--- config.mk ---
export PLATFORM = sky130hd
export DESIGN_NAME = dmem_lsu_bridge
export DESIGN_NICKNAME = d
export VERILOG_FILES = /design/src/rtl/dmem_lsu_bridge.sv
export SDC_FILE = /design/constraint.sdc
export NUM_CORES = 1
export LEC_CHECK = 0
export CORE_MARGIN = 3
export CORE_UTILIZATION = 48
export CTS_BUF_LIST = sky130_fd_sc_hd__clkbuf_2 sky130_fd_sc_hd__clkbuf_4 sky130_fd_sc_hd__clkbuf_8
export CTS_CLUSTER_SIZE = 10
export DETAILED_ROUTE_END_ITERATION = 10
export GPL_TIMING_DRIVEN = 0
export PLACE_DENSITY = 0.87
export SETUP_SLACK_MARGIN = 0.4
export SLEW_MARGIN = 20
export SYNTH_ARGS = -nofsm -noshare
export SYNTH_HDL_FRONTEND = slang
export SYNTH_SLANG_ARGS = --single-unit
--- constraint.sdc ---
create_clock -name clk -period 4.9 [get_ports clk]
set_input_delay 0.98 -clock clk [delete_from_list [all_inputs] [get_ports clk]]
set_output_delay 0.98 -clock clk [all_outputs]
set_load 0.02 [all_outputs]
--- src/rtl/dmem_lsu_bridge.sv ---
// -----------------------------------------------------------------------------
// dmem_lsu_bridge
//   Upstream master for the dmem port of the memory controller. Turns a single
//   LSU load/store (RV32 funct3 size encoding) into one mem_* transaction:
//   stores get byte strobes and lane-replicated write data, loads get their
//   read word shifted down and sign/zero-extended. One access in flight.
//   Misaligned requests are answered without touching the bus, and any
//   handshake wait longer than p_TIMEOUT cycles is answered with an error.
//
//   Valid/ready rule on every channel here: a transfer happens in the cycle
//   where valid and ready are both high; while valid is high and ready is low
//   the sender holds valid and its payload unchanged.
//
// Ports
//   clk, rst          clock, asynchronous active-low reset
//   req_*             LSU request channel (valid/ready, cmd, funct3, addr, wdata)
//   resp_*            one-cycle completion pulse with load data / error flags
//   mem_valid/ready   command channel (mem_addr word aligned, mem_cmd, mem_size)
//   mem_w_*           write-data channel with strobes and error response
//   mem_r_*           read-data channel with error response
//   dbg_state         current FSM state (state_t encoding)
// -----------------------------------------------------------------------------
module dmem_lsu_bridge #(
    parameter int unsigned p_ADDR_BITS = 32,
    parameter int unsigned p_DATA_BITS = 32,
    parameter int unsigned p_STRB_BITS = 4,
    parameter int unsigned p_TIMEOUT   = 255
) (
    input  logic                   clk,
    input  logic                   rst,
    input  logic                   req_valid,
    output logic                   req_ready,
    input  logic                   req_cmd,
    input  logic [2:0]             req_funct3,
    input  logic [p_ADDR_BITS-1:0] req_addr,
    input  logic [p_DATA_BITS-1:0] req_wdata,
    output logic                   resp_valid,
    output logic [p_DATA_BITS-1:0] resp_rdata,
    output logic                   resp_err,
    output logic                   resp_misalign,
    output logic [p_ADDR_BITS-1:0] mem_addr,
    output logic                   mem_cmd,
    output logic [1:0]             mem_size,
    output logic                   mem_valid,
    input  logic                   mem_ready,
    output logic                   mem_w_valid,
    input  logic                   mem_w_ready,
    output logic [p_STRB_BITS-1:0] mem_w_strb,
    output logic [p_DATA_BITS-1:0] mem_w_data,
    input  logic                   mem_w_resp,
    output logic                   mem_r_ready,
    input  logic                   mem_r_valid,
    input  logic [p_DATA_BITS-1:0] mem_r_data,
    input  logic                   mem_r_resp,
    output logic [2:0]             dbg_state
);

    typedef enum logic [2:0] {
        S_IDLE  = 3'd0,
        S_CMD   = 3'd1,
        S_WDATA = 3'd2,
        S_RDATA = 3'd3,
        S_RESP  = 3'd4
    } state_t;

    // Counter only has to reach p_TIMEOUT-1; the cycle after that is spent in RESP.
    localparam int unsigned CNT_W = (p_TIMEOUT > 1) ? $clog2(p_TIMEOUT) : 1;
    localparam logic [CNT_W-1:0] TO_LAST = CNT_W'((p_TIMEOUT > 0) ? p_TIMEOUT - 1 : 0);

    state_t                   state_q, state_d;
    logic                     cmd_q, cmd_d;
    logic [2:0]               f3_q, f3_d;
    logic [p_ADDR_BITS-1:0]   addr_q, addr_d;
    logic [p_DATA_BITS-1:0]   wdata_q, wdata_d;
    logic                     w_done_q, w_done_d;   // write data already accepted while in CMD
    logic                     err_q, err_d;
    logic                     mis_q, mis_d;
    logic [p_DATA_BITS-1:0]   rdata_q, rdata_d;
    logic [CNT_W-1:0]         cnt_q, cnt_d;

    logic [1:0]               req_size;
    logic                     req_misaligned;
    logic [p_STRB_BITS-1:0]   strb_raw;
    logic [p_DATA_BITS-1:0]   rd_shift;
    logic [p_DATA_BITS-1:0]   rd_ext;
    logic                     timeout_hit;
    logic                     waiting;
    logic                     w_hs;

    // Size from funct3[1:0]: 00 byte, 01 half, anything else (incl. reserved) word.
    always_comb begin
        req_size = 2'd2;
        if (req_funct3[1:0] == 2'b00)      req_size = 2'd0;
        else if (req_funct3[1:0] == 2'b01) req_size = 2'd1;
    end

    assign req_misaligned = ((req_size == 2'd1) && req_addr[0]) ||
                            ((req_size == 2'd2) && (req_addr[1:0] != 2'b00));

    always_comb begin
        mem_size = 2'd2;
        if (f3_q[1:0] == 2'b00)      mem_size = 2'd0;
        else if (f3_q[1:0] == 2'b01) mem_size = 2'd1;
    end

    // Write lanes: data is replicated across the word so the strobe alone picks the lane.
    always_comb begin
        case (mem_size)
            2'd0: begin
                strb_raw   = 4'b0001 << addr_q[1:0];
                mem_w_data = {4{wdata_q[7:0]}};
            end
            2'd1: begin
                strb_raw   = 4'b0011 << addr_q[1:0];
                mem_w_data = {2{wdata_q[15:0]}};
            end
            default: begin
                strb_raw   = 4'hF;
                mem_w_data = wdata_q;
            end
        endcase
    end

    // Loads present no strobes.
    assign mem_w_strb = cmd_q ? strb_raw : '0;
    assign mem_addr   = {addr_q[p_ADDR_BITS-1:2], 2'b00};
    assign mem_cmd    = cmd_q;
    assign dbg_state  = state_q;

    // Read alignment and extension; f3_q[2] selects zero extension.
    assign rd_shift = mem_r_data >> {addr_q[1:0], 3'b000};
    always_comb begin
        case (mem_size)
            2'd0:    rd_ext = {{24{~f3_q[2] & rd_shift[7]}}, rd_shift[7:0]};
            2'd1:    rd_ext = {{16{~f3_q[2] & rd_shift[15]}}, rd_shift[15:0]};
            default: rd_ext = rd_shift;
        endcase
    end

    assign waiting     = (state_q == S_CMD) || (state_q == S_WDATA) || (state_q == S_RDATA);
    // >= so a wait that crosses the limit during a partial handshake still ends.
    assign timeout_hit = (p_TIMEOUT != 0) && (cnt_q >= TO_LAST);

    always_comb begin
        state_d       = state_q;
        cmd_d         = cmd_q;
        f3_d          = f3_q;
        addr_d        = addr_q;
        wdata_d       = wdata_q;
        w_done_d      = w_done_q;
        err_d         = err_q;
        mis_d         = mis_q;
        rdata_d       = rdata_q;
        req_ready     = 1'b0;
        resp_valid    = 1'b0;
        resp_rdata    = '0;
        resp_err      = 1'b0;
        resp_misalign = 1'b0;
        mem_valid     = 1'b0;
        mem_w_valid   = 1'b0;
        mem_r_ready   = 1'b0;
        w_hs          = 1'b0;

        case (state_q)
            S_IDLE: begin
                req_ready = 1'b1;
                if (req_valid) begin
                    cmd_d    = req_cmd;
                    f3_d     = req_funct3;
                    addr_d   = req_addr;
                    wdata_d  = req_wdata;
                    w_done_d = 1'b0;
                    err_d    = 1'b0;
                    mis_d    = 1'b0;
                    rdata_d  = '0;
                    if (req_misaligned) begin
                        err_d   = 1'b1;
                        mis_d   = 1'b1;
                        state_d = S_RESP;
                    end else begin
                        state_d = S_CMD;
                    end
                end
            end
            S_CMD: begin
                mem_valid   = 1'b1;
                mem_w_valid = cmd_q && !w_done_q;
                w_hs        = mem_w_valid && mem_w_ready;
                if (mem_ready) begin
                    if (!cmd_q) begin
                        state_d = S_RDATA;
                    end else if (w_done_q || w_hs) begin
                        err_d   = err_q | (w_hs & mem_w_resp);
                        state_d = S_RESP;
                    end else begin
                        state_d = S_WDATA;
                    end
                end else if (w_hs) begin
                    w_done_d = 1'b1;
                    err_d    = mem_w_resp;
                end else if (timeout_hit) begin
                    err_d   = 1'b1;
                    state_d = S_RESP;
                end
            end
            S_WDATA: begin
                mem_w_valid = 1'b1;
                if (mem_w_ready) begin
                    err_d   = mem_w_resp;
                    state_d = S_RESP;
                end else if (timeout_hit) begin
                    err_d   = 1'b1;
                    state_d = S_RESP;
                end
            end
            S_RDATA: begin
                mem_r_ready = 1'b1;
                if (mem_r_valid) begin
                    err_d   = mem_r_resp;
                    rdata_d = mem_r_resp ? '0 : rd_ext;
                    state_d = S_RESP;
                end else if (timeout_hit) begin
                    err_d   = 1'b1;
                    state_d = S_RESP;
                end
            end
            S_RESP: begin
                resp_valid    = 1'b1;
                resp_rdata    = rdata_q;
                resp_err      = err_q;
                resp_misalign = mis_q;
                state_d       = S_IDLE;
            end
            default: state_d = S_IDLE;
        endcase
    end

    // Counter restarts whenever a new state is entered.
    always_comb begin
        cnt_d = cnt_q;
        if (state_d != state_q) cnt_d = '0;
        else if (waiting)       cnt_d = cnt_q + 1'b1;
    end

    always_ff @(posedge clk or negedge rst) begin
        if (!rst) begin
            state_q  <= S_IDLE;
            cmd_q    <= 1'b0;
            f3_q     <= 3'b000;
            addr_q   <= '0;
            wdata_q  <= '0;
            w_done_q <= 1'b0;
            err_q    <= 1'b0;
            mis_q    <= 1'b0;
            rdata_q  <= '0;
            cnt_q    <= '0;
        end else begin
            state_q  <= state_d;
            cmd_q    <= cmd_d;
            f3_q     <= f3_d;
            addr_q   <= addr_d;
            wdata_q  <= wdata_d;
            w_done_q <= w_done_d;
            err_q    <= err_d;
            mis_q    <= mis_d;
            rdata_q  <= rdata_d;
            cnt_q    <= cnt_d;
        end
    end

endmodule

After elaboration in Yosys (flattened, before gate mapping):

Index checks and enable logic that the tools add are counted.
W data, S select, Z words.

* register bits after elaboration: 114
* input bits: 108
* output and inout bits: 113
* word-level logic and storage cells: 104

* add/subtract/negate cells: 1
* magnitude comparators: 1
* eq/ne operators: 16
* shifts and indexed selects: 3
* muxes and demuxes: 46
* bitwise gates (word level): 5
* reduce and logical (&&, ||, !) cells: 22

Operators with widths (count)
* $pmux W32 S2: 3
* $mux W32: 4
* $shr A32 B5 Y32: 1
* $mux W3: 9
* $mux W1: 18
* $mux W8: 2
* $pmux W3 S4: 1
* $add A8 B1 Y8 const B: 1
* $eq A2 B1 Y1 const B: 4
* $ge A8 B8 Y1 const B: 1
* $mux W2: 4
* $pmux W4 S2: 1
* $reduce_and A4 Y1: 2
* $reduce_bool A2 Y1: 4
* $eq A3 B2 Y1 const B: 2
* $logic_not A2 Y1: 3
* $ne A2 B2 Y1 const B: 3
* $logic_and A1 B1 Y1: 4
* $logic_or A1 B1 Y1: 4
* $mux W4: 1
* $pmux W1 S2: 2
* $pmux W1 S4: 1
* $reduce_bool A4 Y1: 1
* $shl A1 B2 Y4 const A: 1
* 15 further kinds: 17

Depth between registers and ports, before layout:

Gate-level depths: netlist of run 1.

* depth in word-level cells: 11
* gate-level depth with buffers: 7
* gate-level depth less buffers: 5

Least setup slack after synthesis of run 1:

No wires, ideal clock.

* kind: reg-to-output
* start: register state_q[0] (netlist: dbg_state[0])
* end: output port resp_rdata[10]
* arrival time: 1600 ps
* setup slack: 2320 ps
* cell stages (with the launch flop): 6
* path buffers: 3
* cell sequence: dfrtp_1 clkbuf_1 clkbuf_1 nor2_1 clkbuf_1 and3_1

* cells in the longest elaborated chain, start to end: 2

Ends and longest elaborated chain
* start, declared: RTL line 70 `state_t state_q, state_d;`
* start signal, assigned: RTL line 258 `state_q <= state_d;`
* $eq A3 B3 Y1: RTL line 164 `case (state_q)`
* $mux W32: RTL line 164
* end, declared: RTL line 38 `output logic [p_DATA_BITS-1:0] resp_rdata,`

No other way between the ends.

Worst setup path after layout of run 1:

* start: register state_q[0] (netlist: dbg_state[0])
* end: output port resp_rdata[14]

Same word-level chain as after synthesis.

==> results of run 1 <==
layer usage:
| metal | global-route usage | vias up | routed length (um) |
|---|---|---|---|
| li1 | - | 2495 | - |
| met1 | 0.3307 | 2688 | 7215 |
| met2 | 0.4693 | 314 | 9863 |
| met3 | 0.09378 | 34 | 2011 |
| met4 | 0.09019 | 0 | 384 |
| met5 | 0 | - | 0 |
metrics by stage:
stage	total power, mW	setup slack (ns)
2_1_floorplan	3.681	2.320
3_3_place_gp	5.001	-1.403
3_5_place_dp	5.110	1.442
4_1_cts	6.091	0.9555
5_1_grt	6.420	0.7548
6_report	6.083	0.8608
flip-flops by register name, summed over array words and instances, names as in the netlist:
signal     count
addr_q        32
cnt_q          8
dbg_state      3
err_q          1
f3_q           3
mem_cmd        1
mis_q          1
rdata_q       32
w_done_q       1
wdata_q       32
worst max path at each step:
stage	from	end	slack, ns	depth (start not counted)
2_1_floorplan	dbg_state[0]	resp_rdata[10]	2.32	5
3_3_place_gp	rst	dbg_state[1]	-1.40	1
3_5_place_dp	dbg_state[0]	resp_rdata[14]	1.44	6
4_1_cts	dbg_state[0]	resp_rdata[14]	0.96	6
5_1_grt	dbg_state[0]	resp_rdata[17]	0.75	6
6_report	dbg_state[0]	resp_rdata[14]	0.86	6
kinds of logic after synthesis:
group | count (synthesis)
compound gates | 94
xor+xnor | 7
fa+ha+maj | 2
buf+inv | 87
flops | 114
mux | 111
other cells | 1
simple gates | 153
worst max-delay path, delay by kind of cell (launching register included):
kind / cells / cell delay [ns]
buffers and inverters: 4 / 1.49
and+or+nand+nor: 2 / 0.75
DFF: 1 / 0.38
report_power, final:
group | internal [mW] | switching [mW] | total, mW
logic | 1.74 | 1.85 | 3.59
clock network | 0.572 | 0.386 | 0.957
registers | 1.29 | 0.252 | 1.54
layout make-up:
type / count / area [um^2] / share of cell area
Inverter: 5 / 18.77 / 0.002076
Multi-Input combinational cell: 369 / 2831 / 0.3133
Clock inverter: 12 / 162.7 / 0.01800
Sequential cell: 114 / 2853 / 0.3156
Buffer: 82 / 489.2 / 0.05413
Tap cell: 168 / 210.2 / 0.02326
Clock buffer: 20 / 262.8 / 0.02907
Timing Repair Buffer: 219 / 2211 / 0.2446
cell usage in the layout, fill, tap and decap left out, types with 6 or more instances in the layout:
master and instances:
o2bb2ai_1 7, clkinv_2 7, a221o_1 6, o21ai_0 31
nor2_1 15, clkdlybuf4s50_1 217, a21oi_1 20, and3_1 37
a221o_2 10, nor4_1 8, mux2i_1 25, mux2_2 84
xor2_1 6, nand2_1 55, buf_4 40, dfrtp_1 114
clkbuf_8 18, buf_2 13, clkbuf_1 23
==> impl_results.md, run 1 <==
* Fillers at 893
* R2R Setup Slk at between 2 and 3 ns
* Cell area power density at 673.0 nW/um^2
* Post-cts hold buffer count at 0
* Post-route cell area at 9039 um^2
* Reg2Reg Launch Point: dbg_state[2]
* H-tree depth at 4
* CP arrival at 3.06 ns
* Die Y at 119.5 um
* Synth Warn # at 0
* Cell with the most instances after synthesis: dfrtp_1
* CP max FO at 10
* Worst-skew pair later-pin latency at 0.44 ns
* Final core occ at 0.7341
* Share of cells above drive strength 1 at 0.2351
* CTS tree: done
* Area after DPL at 8613 um^2
* Setup TNS at 0 ns
* Critical path launch point type: register
* HPWL Detailed at 14640 um
* Post_cts resized at 0
* Vias in the first global route at around 5800
* Setup violators final at 0
* Area share of the largest cell type after synthesis at 0.4610
* Postcts setup bufs at 0
* Wire length per cell after detailed routing at approximately 20 um
* CP Data Required Time at 3.92 ns
* Final WL at 19470 um
* CTS sink cnt at 114
* Drt initial violations at 606
* Post-synthesis simple-gate area fraction at 0.1355
* Port buffer count at between 200 and 250
* Unrepaired setup endpoints after global routing: false
* First-pass GRT wire length at 30930 um
* Syn Area/Cell at 10.88 um^2
* Clock skew at 0.007944 ns
* Peak VDD IR at 490.1 uV
* Fin crit share at 0.8243
* Ranking of synthesized cells by area: dfrtp_1 46%, mux2_2 15%, buf_4 4.9%
* Slew at the pin closest to its max-slew limit at 0.7200 ns
* CP Capture Type: output port
* Worst hold slack at approximately 0.43 ns
* DRC at 0
* Post-synth EDFFs at 0
* Post-synth top cells: 114 x dfrtp_1, 84 x mux2_2, 55 x nand2_1, 40 x buf_4, 37 x and3_1
* Slowest stage delay, CP at 0.61 ns
* Initial core utilization at 0.5026
* Unique masters post-synth at 54
* #FFs+latches synth at 114
* Total Routing Usage GR at 0.2763
* Post-synth ARST share at 1.000
* Critical R2R Capture: rdata_q[30]
* Post-layout min period at 4.039 ns
* Max_cap viols at 0
* Drt pass-1 iters at 5
* R2R depth at 5
* CTS Buffer Depth at 2
* Antenna Cells at 0
* Vias at roughly 5500
* Synth Flop Type: dfrtp_1
* Die area at 14290 um^2
* P&R area growth vs syn at 46.06%
* Largest net degree at the start of global routing at 79
* Total grt overflow at 0
* Final hold violation count at 0
* Leak Pwr at 3.963 nW
* Max-slew headroom at 0.5200
* Synthesized area at 6188 um^2
* Placeable Area at 12310 um^2
* Post-Synth XOR/XNOR Area at 0.009907
* Compound-Gate Fraction of Synth Area at 0.1063
* Adder-cell share of the synthesized area at 0.004044
* Combinational family with the most area after synthesis: multiplexers
* Via-per-instance ratio at 5.593
* Post-route ant nets at 0
* Io pins at roughly 220
* Non-filler cells, final at 989
* CP cell instances: clkbuf_1 -> clkbuf_1 -> nor2_1 -> clkbuf_1 -> and3_1 -> clkdlybuf4s50_1
* Min-delay worst type: input pin to async pin
* Sequential share of the synthesized area at 0.4610
* Final slew viol count at 0
* Antenna violations before repair at 0
* Die width at about 120 um
* Most Frequent Cell on Critical Path: clkbuf_1
* Final Wtd Congestion at 0.9509
* Multiplexer share of the synthesized area at 0.2006
* Num rows at 40
* Placed cell count at 957
* Reg clk slew, reported paths at 0.07 ns
* Fmax at about 250 MHz
* Total CTS buffers at 17
* Outcome: completed
* WS Path Type: register to output port
* Syn Inst Count at around 570
* Slowest stage cell, crit path: clkdlybuf4s50_1
* Synth area leader: dfrtp_1
* Final net count at 918
* Root Driver: clkbuf_8
(Power assumes the default switching activity.)
==> run 2: changes to the inputs <==
CORE_UTILIZATION = 42   (was 48)
PLACE_DENSITY = 0.81   (was 0.87)
clock period = 3.5 ns   (was 4.9 ns; I/O delays follow)
==> run 2 against run 1 <==
  * Flip-flop and latch count unchanged
  * Sequential share of layout area about the same
  * Wire length down 2.5%
  * Register-to-register slack got worse by 1.4 ns
  * Clock power grew 32%
  * Combinational power up 38%
  * Die area increased by 14%
  * Non-clock buffer count stayed put
  * Critical endpoint is now mem_w_data[16]
  * Largest cell class unchanged
==> impl_results.md, run 2 (synthesized netlist as in run 1, its figures left out) <==
* Final WL at 18990 um
* Placed cell count at 969
* Clock skew at 0.01272 ns
* Critical path launch point type: register
* First-pass GRT wire length at between 30000 and 40000 um
* H-tree depth at 4
* Reg clk slew, reported paths at 0.06 ns
* Psw at between 3 and 4 mW
* Drt initial violations at 424
* Slew at the pin closest to its max-slew limit at 0.6836 ns
* Post-route ant nets at 0
* Total Routing Usage GR at 0.2378
* Non-filler cells, final at 999
* Unrepaired setup endpoints after global routing: false
* Leak Pwr at 4.200 nW
* Antenna violations before repair at 0
* Post-cts hold buffer count at 0
* Commonest non-fill, non-tap cell in the layout: clkdlybuf4s50_1
* Vias at 5438
* Gate power share at 0.594
* Total grt overflow at 0
* Root Driver: clkbuf_8
* Final slew viol count at 0
* Outcome: completed
* P_int at approximately 5.0 mW
* Max-slew headroom at 0.5425
* Io pins at roughly 220
* DRC at 0
* Largest regs: addr_q: 32 flops, rdata_q: 32 flops, wdata_q: 32 flops
* Antenna Cells at 0
* Setup violators final at 0
* Via-per-instance ratio at about 5.4
* CP arrival at 2.28 ns
* Final hold violation count at 0
* Clock power share at 0.150
* Setup TNS at 0 ns
* Overall power at 8.368 mW
* Vias in the first global route at 5816
* CP Capture Type: output port
* CP Data Required Time at 2.80 ns
* Worst hold slack at 0.1616 ns
* Cell area power density at approximately 930 nW/um^2
* CTS tree: done
* CTS Buffer Depth at 2
* Drt pass-1 iters at 6
* HPWL Detailed at 14380 um
* Initial core utilization at 0.4374
* Placeable Area at 14150 um^2
* WS Path Type: register to output port
* Peak VDD IR at 679.9 uV
* Fillers at 1130
* Final net count at 918
* Final Wtd Congestion at 0.9412
* Commonest non-fill, non-tap cells in the layout: 176 x clkdlybuf4s50_1, 114 x dfrtp_1, 84 x mux2_2
* Die width at 127.4 um
* Worst-skew pair later-pin latency at 0.44 ns
* Critical R2R Capture: rdata_q[30]
* Share of cells above drive strength 1 at 0.2564
* Seq pwr share at 0.256
* Fmax at 335.8 MHz
* Postcts setup bufs at 0
* Die Y at 127.4 um
* Sw frac at 0.4051
* Min-delay worst type: input pin to async pin
* Die area at 16230 um^2
* R2R depth at 5
* Fin crit share at 0.8509
* Num rows at 43
* P&R area growth vs syn at 46.16%
* CP max FO at 10
* Port buffer count at 218
* Wire length per cell after detailed routing at 19.01 um
* Reg2Reg Launch Point: dbg_state[2]
* Max_cap viols at 0
* Total CTS buffers at 17
* R2R Setup Slk at approximately 1.2 ns
* Post-layout min period at ~3.0 ns
* Largest net degree at the start of global routing at 78
* CTS sink cnt at 114
==> run 2: timing repair <==
| action | in CTS | in global routing |
|---|---|---|
| endpoints found under the hold margin | 0 | 0 |
| resized for setup | 62 | 13 |
| gates cloned | 0 | 0 |
| setup endpoints to repair | 62 | 11 |
==> run 2: area by class of cell <==
class,count,area [um^2],share of cell area
Inverter,5,18.77,0.002075
Buffer,82,534.3,0.05907
Timing Repair Buffer,219,2167,0.2396
Clock inverter,5,75.07,0.008300
Clock buffer,25,325.3,0.03597
Tap cell,180,225.2,0.02490
Sequential cell,114,2853,0.3154
Multi-Input combinational cell,369,2846,0.3147
==> run 2: how the worst max path moves through the flow <==
stage                            start        endpoint  cells after the start
after CTS                      f3_q[1]  mem_w_data[12]                      7
after floorplan           dbg_state[0]  resp_rdata[10]                      5
after global routing           f3_q[1]   mem_w_strb[0]                      4
final                          f3_q[1]  mem_w_data[16]                      4
after detailed placement       f3_q[1]  mem_w_data[12]                      7
after global placement             rst      wdata_q[4]                      1
==> run 2: power groups by stage <==
stage	clock network, mW	logic [mW]	registers [mW]
after floorplan	0	3.07	2.08
after global placement	0	4.86	2.13
after detailed placement	0	4.96	2.16
after CTS	1.28	4.99	2.14
after global routing	1.34	5.33	2.21
final	1.26	4.97	2.14
==> run 2: critical path, cell delays in order, from the launching register on <==
cell and delay (ns):
dfrtp_1 0.32, clkbuf_2 0.25, buf_2 0.35, mux2_2 0.37, clkdlybuf4s50_1 0.55
==> run 2: stage by stage <==
step / setup WS (ns) / util / area (um^2)
final: 0.5219 / 0.6392 / 9045
after global routing: 0.4129 / 0.6392 / 9045
after CTS: 0.3093 / 0.6378 / 9025
after detailed placement: 0.2850 / 0.6098 / 8628
after global placement: -2.649 / 0.6077 / 8600
after floorplan: 1.200 / - / 6192
==> run 2: per-layer routing <==
layer	part of all wire	vias to the layer above	global-route usage
li1	-	2494	-
met1	0.38	2626	0.2858
met2	0.50	283	0.3936
met3	0.094	35	0.07734
met4	0.027	0	0.09905
met5	0	-	0
==> run 3: changes to the inputs <==
CORE_ASPECT_RATIO = 1.1   (was not set)
CORE_UTILIZATION = 47   (was 42)
PLACE_DENSITY = 0.85   (was 0.81)
clock period = 3.4 ns   (was 3.5 ns; I/O delays follow)
==> run 3 against run 2 <==
  * Sequential share of layout area is 0.12 points lower
  * Non-clock buffer count stayed put
  * Die area is 10% lower
  * Largest cell class unchanged
  * Critical path depth is 1 higher
  * Register-to-register slack worse by 0.20 ns
  * Combinational power is 3% higher
  * Largest power group unchanged
==> impl_results.md, run 3 (synthesized netlist as in run 1, its figures left out) <==
* Seq pwr share at 0.250
* Sw frac at 0.3997
* Final net count at 919
* Antenna violations before repair at 1
* Drt initial violations at between 300 and 400
* Vias at 5467
* Fmax at 336.0 MHz
* Final Wtd Congestion at 0.9205
* Min-delay worst type: input pin to async pin
* H-tree depth at 4
* WS Path Type: register to output port
* Commonest non-fill, non-tap cells in the layout: 174 x clkdlybuf4s50_1, 114 x dfrtp_1, 84 x mux2_2
* Cell area power density at approximately 970 nW/um^2
* Root Driver: clkbuf_8
* Vias in the first global route at 5800
* Outcome: completed
* Post-route ant nets at 0
* Via-per-instance ratio at 5.584
* R2R depth at 5
* Largest net degree at the start of global routing at 66
* Max_cap viols at 0
* Commonest non-fill, non-tap cell in the layout: clkdlybuf4s50_1
* Die width at 115.4 um
* Gate power share at 0.580
* Post-route cell area at 9079 um^2
* Pre-CTS setup slack at 0.2006 ns
* Leak Pwr at 4.226 nW
* Placeable Area at 12750 um^2
* Port buffer count at 218
* Final worst setup slack at 0.4236 ns
* Die Y at ~130 um
* Max-slew headroom at 0.5263
* Die area at 14580 um^2
* P&R area growth vs syn at 46.70%
* Num rows at 43
* Fin crit share at 0.8754
* CP arrival at 2.30 ns
* Fillers at 927
* Total grt overflow at 0
* Peak VDD IR at 624.4 uV
* Reg clk slew, reported paths at 0.07 ns
* Clock power share at 0.170
* Final slew viol count at 0
* Largest regs: addr_q: 32 flops, rdata_q: 32 flops, wdata_q: 32 flops
* Total Routing Usage GR at 0.2678
* Critical path launch point type: register
* Unrepaired setup endpoints after global routing: true
* CP Capture Type: output port
* CP max FO at 11
* Final WL at about 19000 um
* Drt pass-1 iters at 5
* CTS Buffer Depth at 2
* Final hold violation count at 0
* Worst-skew pair later-pin latency at around 0.44 ns
* CTS sink cnt at 114
* Total CTS buffers at 17
* CP Data Required Time at around 2.7 ns
* Share of cells above drive strength 1 at 0.2594
* P_int at 5.308 mW
* Psw at 3.534 mW
* DRC at 0
* Post-layout min period at 2.976 ns
* Clock skew at 0.008939 ns
* Area after DPL at 8600 um^2
* Io pins at between 200 and 250
* HPWL Detailed at roughly 14000 um
* Worst hold slack at between 0.2 and 0.25 ns
* Initial core utilization at 0.4853
* Slew at the pin closest to its max-slew limit at 0.7078 ns
* First-pass GRT wire length at 30400 um
* Setup violators final at 0
* CTS tree: done
* Wire length per cell after detailed routing at 19.50 um
-- run 3: worst paths after layout --
| kind | from | slack [ns] | endpoint |
|---|---|---|---|
| worst max-delay path | dbg_state[0] | 0.42 | mem_w_valid |
| worst min-delay path | rst | 0.23 | rdata_q[20] |
| worst max register to register | dbg_state[2] | 1.01 | rdata_q[27] |
| worst min register to register | rdata_q[10] | 0.48 | rdata_q[10] |
| max in group asynchronous | rst | 2.49 | addr_q[23] |
| min in group clk | rdata_q[10] | 0.48 | rdata_q[10] |
-- run 3: power groups by stage --
stage | logic, mW | clock network (mW) | registers, mW
after floorplan | 3.16 | 0 | 2.14
after global placement | 5.00 | 0 | 2.19
after detailed placement | 5.11 | 0 | 2.22
after CTS | 5.14 | 1.53 | 2.21
after global routing | 5.48 | 1.59 | 2.27
final | 5.13 | 1.51 | 2.21
-- run 3: what timing repair did --
action | 4_1_cts | 5_1_grt
cloned | 1 | 0
buffers inserted | 0 | 0
setup endpoints to repair | 64 | 41
hold buffers | 0 | 0
endpoints found under the hold margin | 0 | 0
pin swaps | 1 | 0
gates resized for setup | 66 | 10
-- run 3: per-stage QoR --
step / std cells / total power [mW] / utilization / setup TNS (ns)
2_1_floorplan: 570 / 5.305 / - / 0
3_3_place_gp: 945 / 7.190 / 0.6722 / -306.13
3_5_place_dp: 946 / 7.334 / 0.6744 / 0
4_1_cts: 978 / 8.870 / 0.7108 / 0
5_1_grt: 979 / 9.342 / 0.7120 / 0
6_report: 979 / 8.842 / 0.7120 / 0
-- run 3: metal layers --
metal	track usage	routed length, um
met1	0.3225	7329
met2	0.4510	9859
met3	0.08206	1474
met4	0.09669	429
met5	0	0
-- run 3: cell type report --
cell class	instances	area, um^2	share of cell area
clock buffers	20	256.5	0.02825
plain buffers	82	529.3	0.05830
repair buffers	219	2165	0.2384
inverters	5	18.77	0.002067
multi-input cells	370	2848	0.3137
clock inverters	11	210.2	0.02315
diodes	1	2.502	0.0002756
well taps	157	196.4	0.02164
flip-flops and latches	114	2853	0.3142
-- run 3: worst max-delay path, stage by stage (launching register included) --
cell             delay, ns
dfrtp_1               0.35
clkbuf_1              0.28
clkbuf_4              0.30
nand4bb_1             0.13
a21oi_1               0.18
clkdlybuf4s50_1       0.63
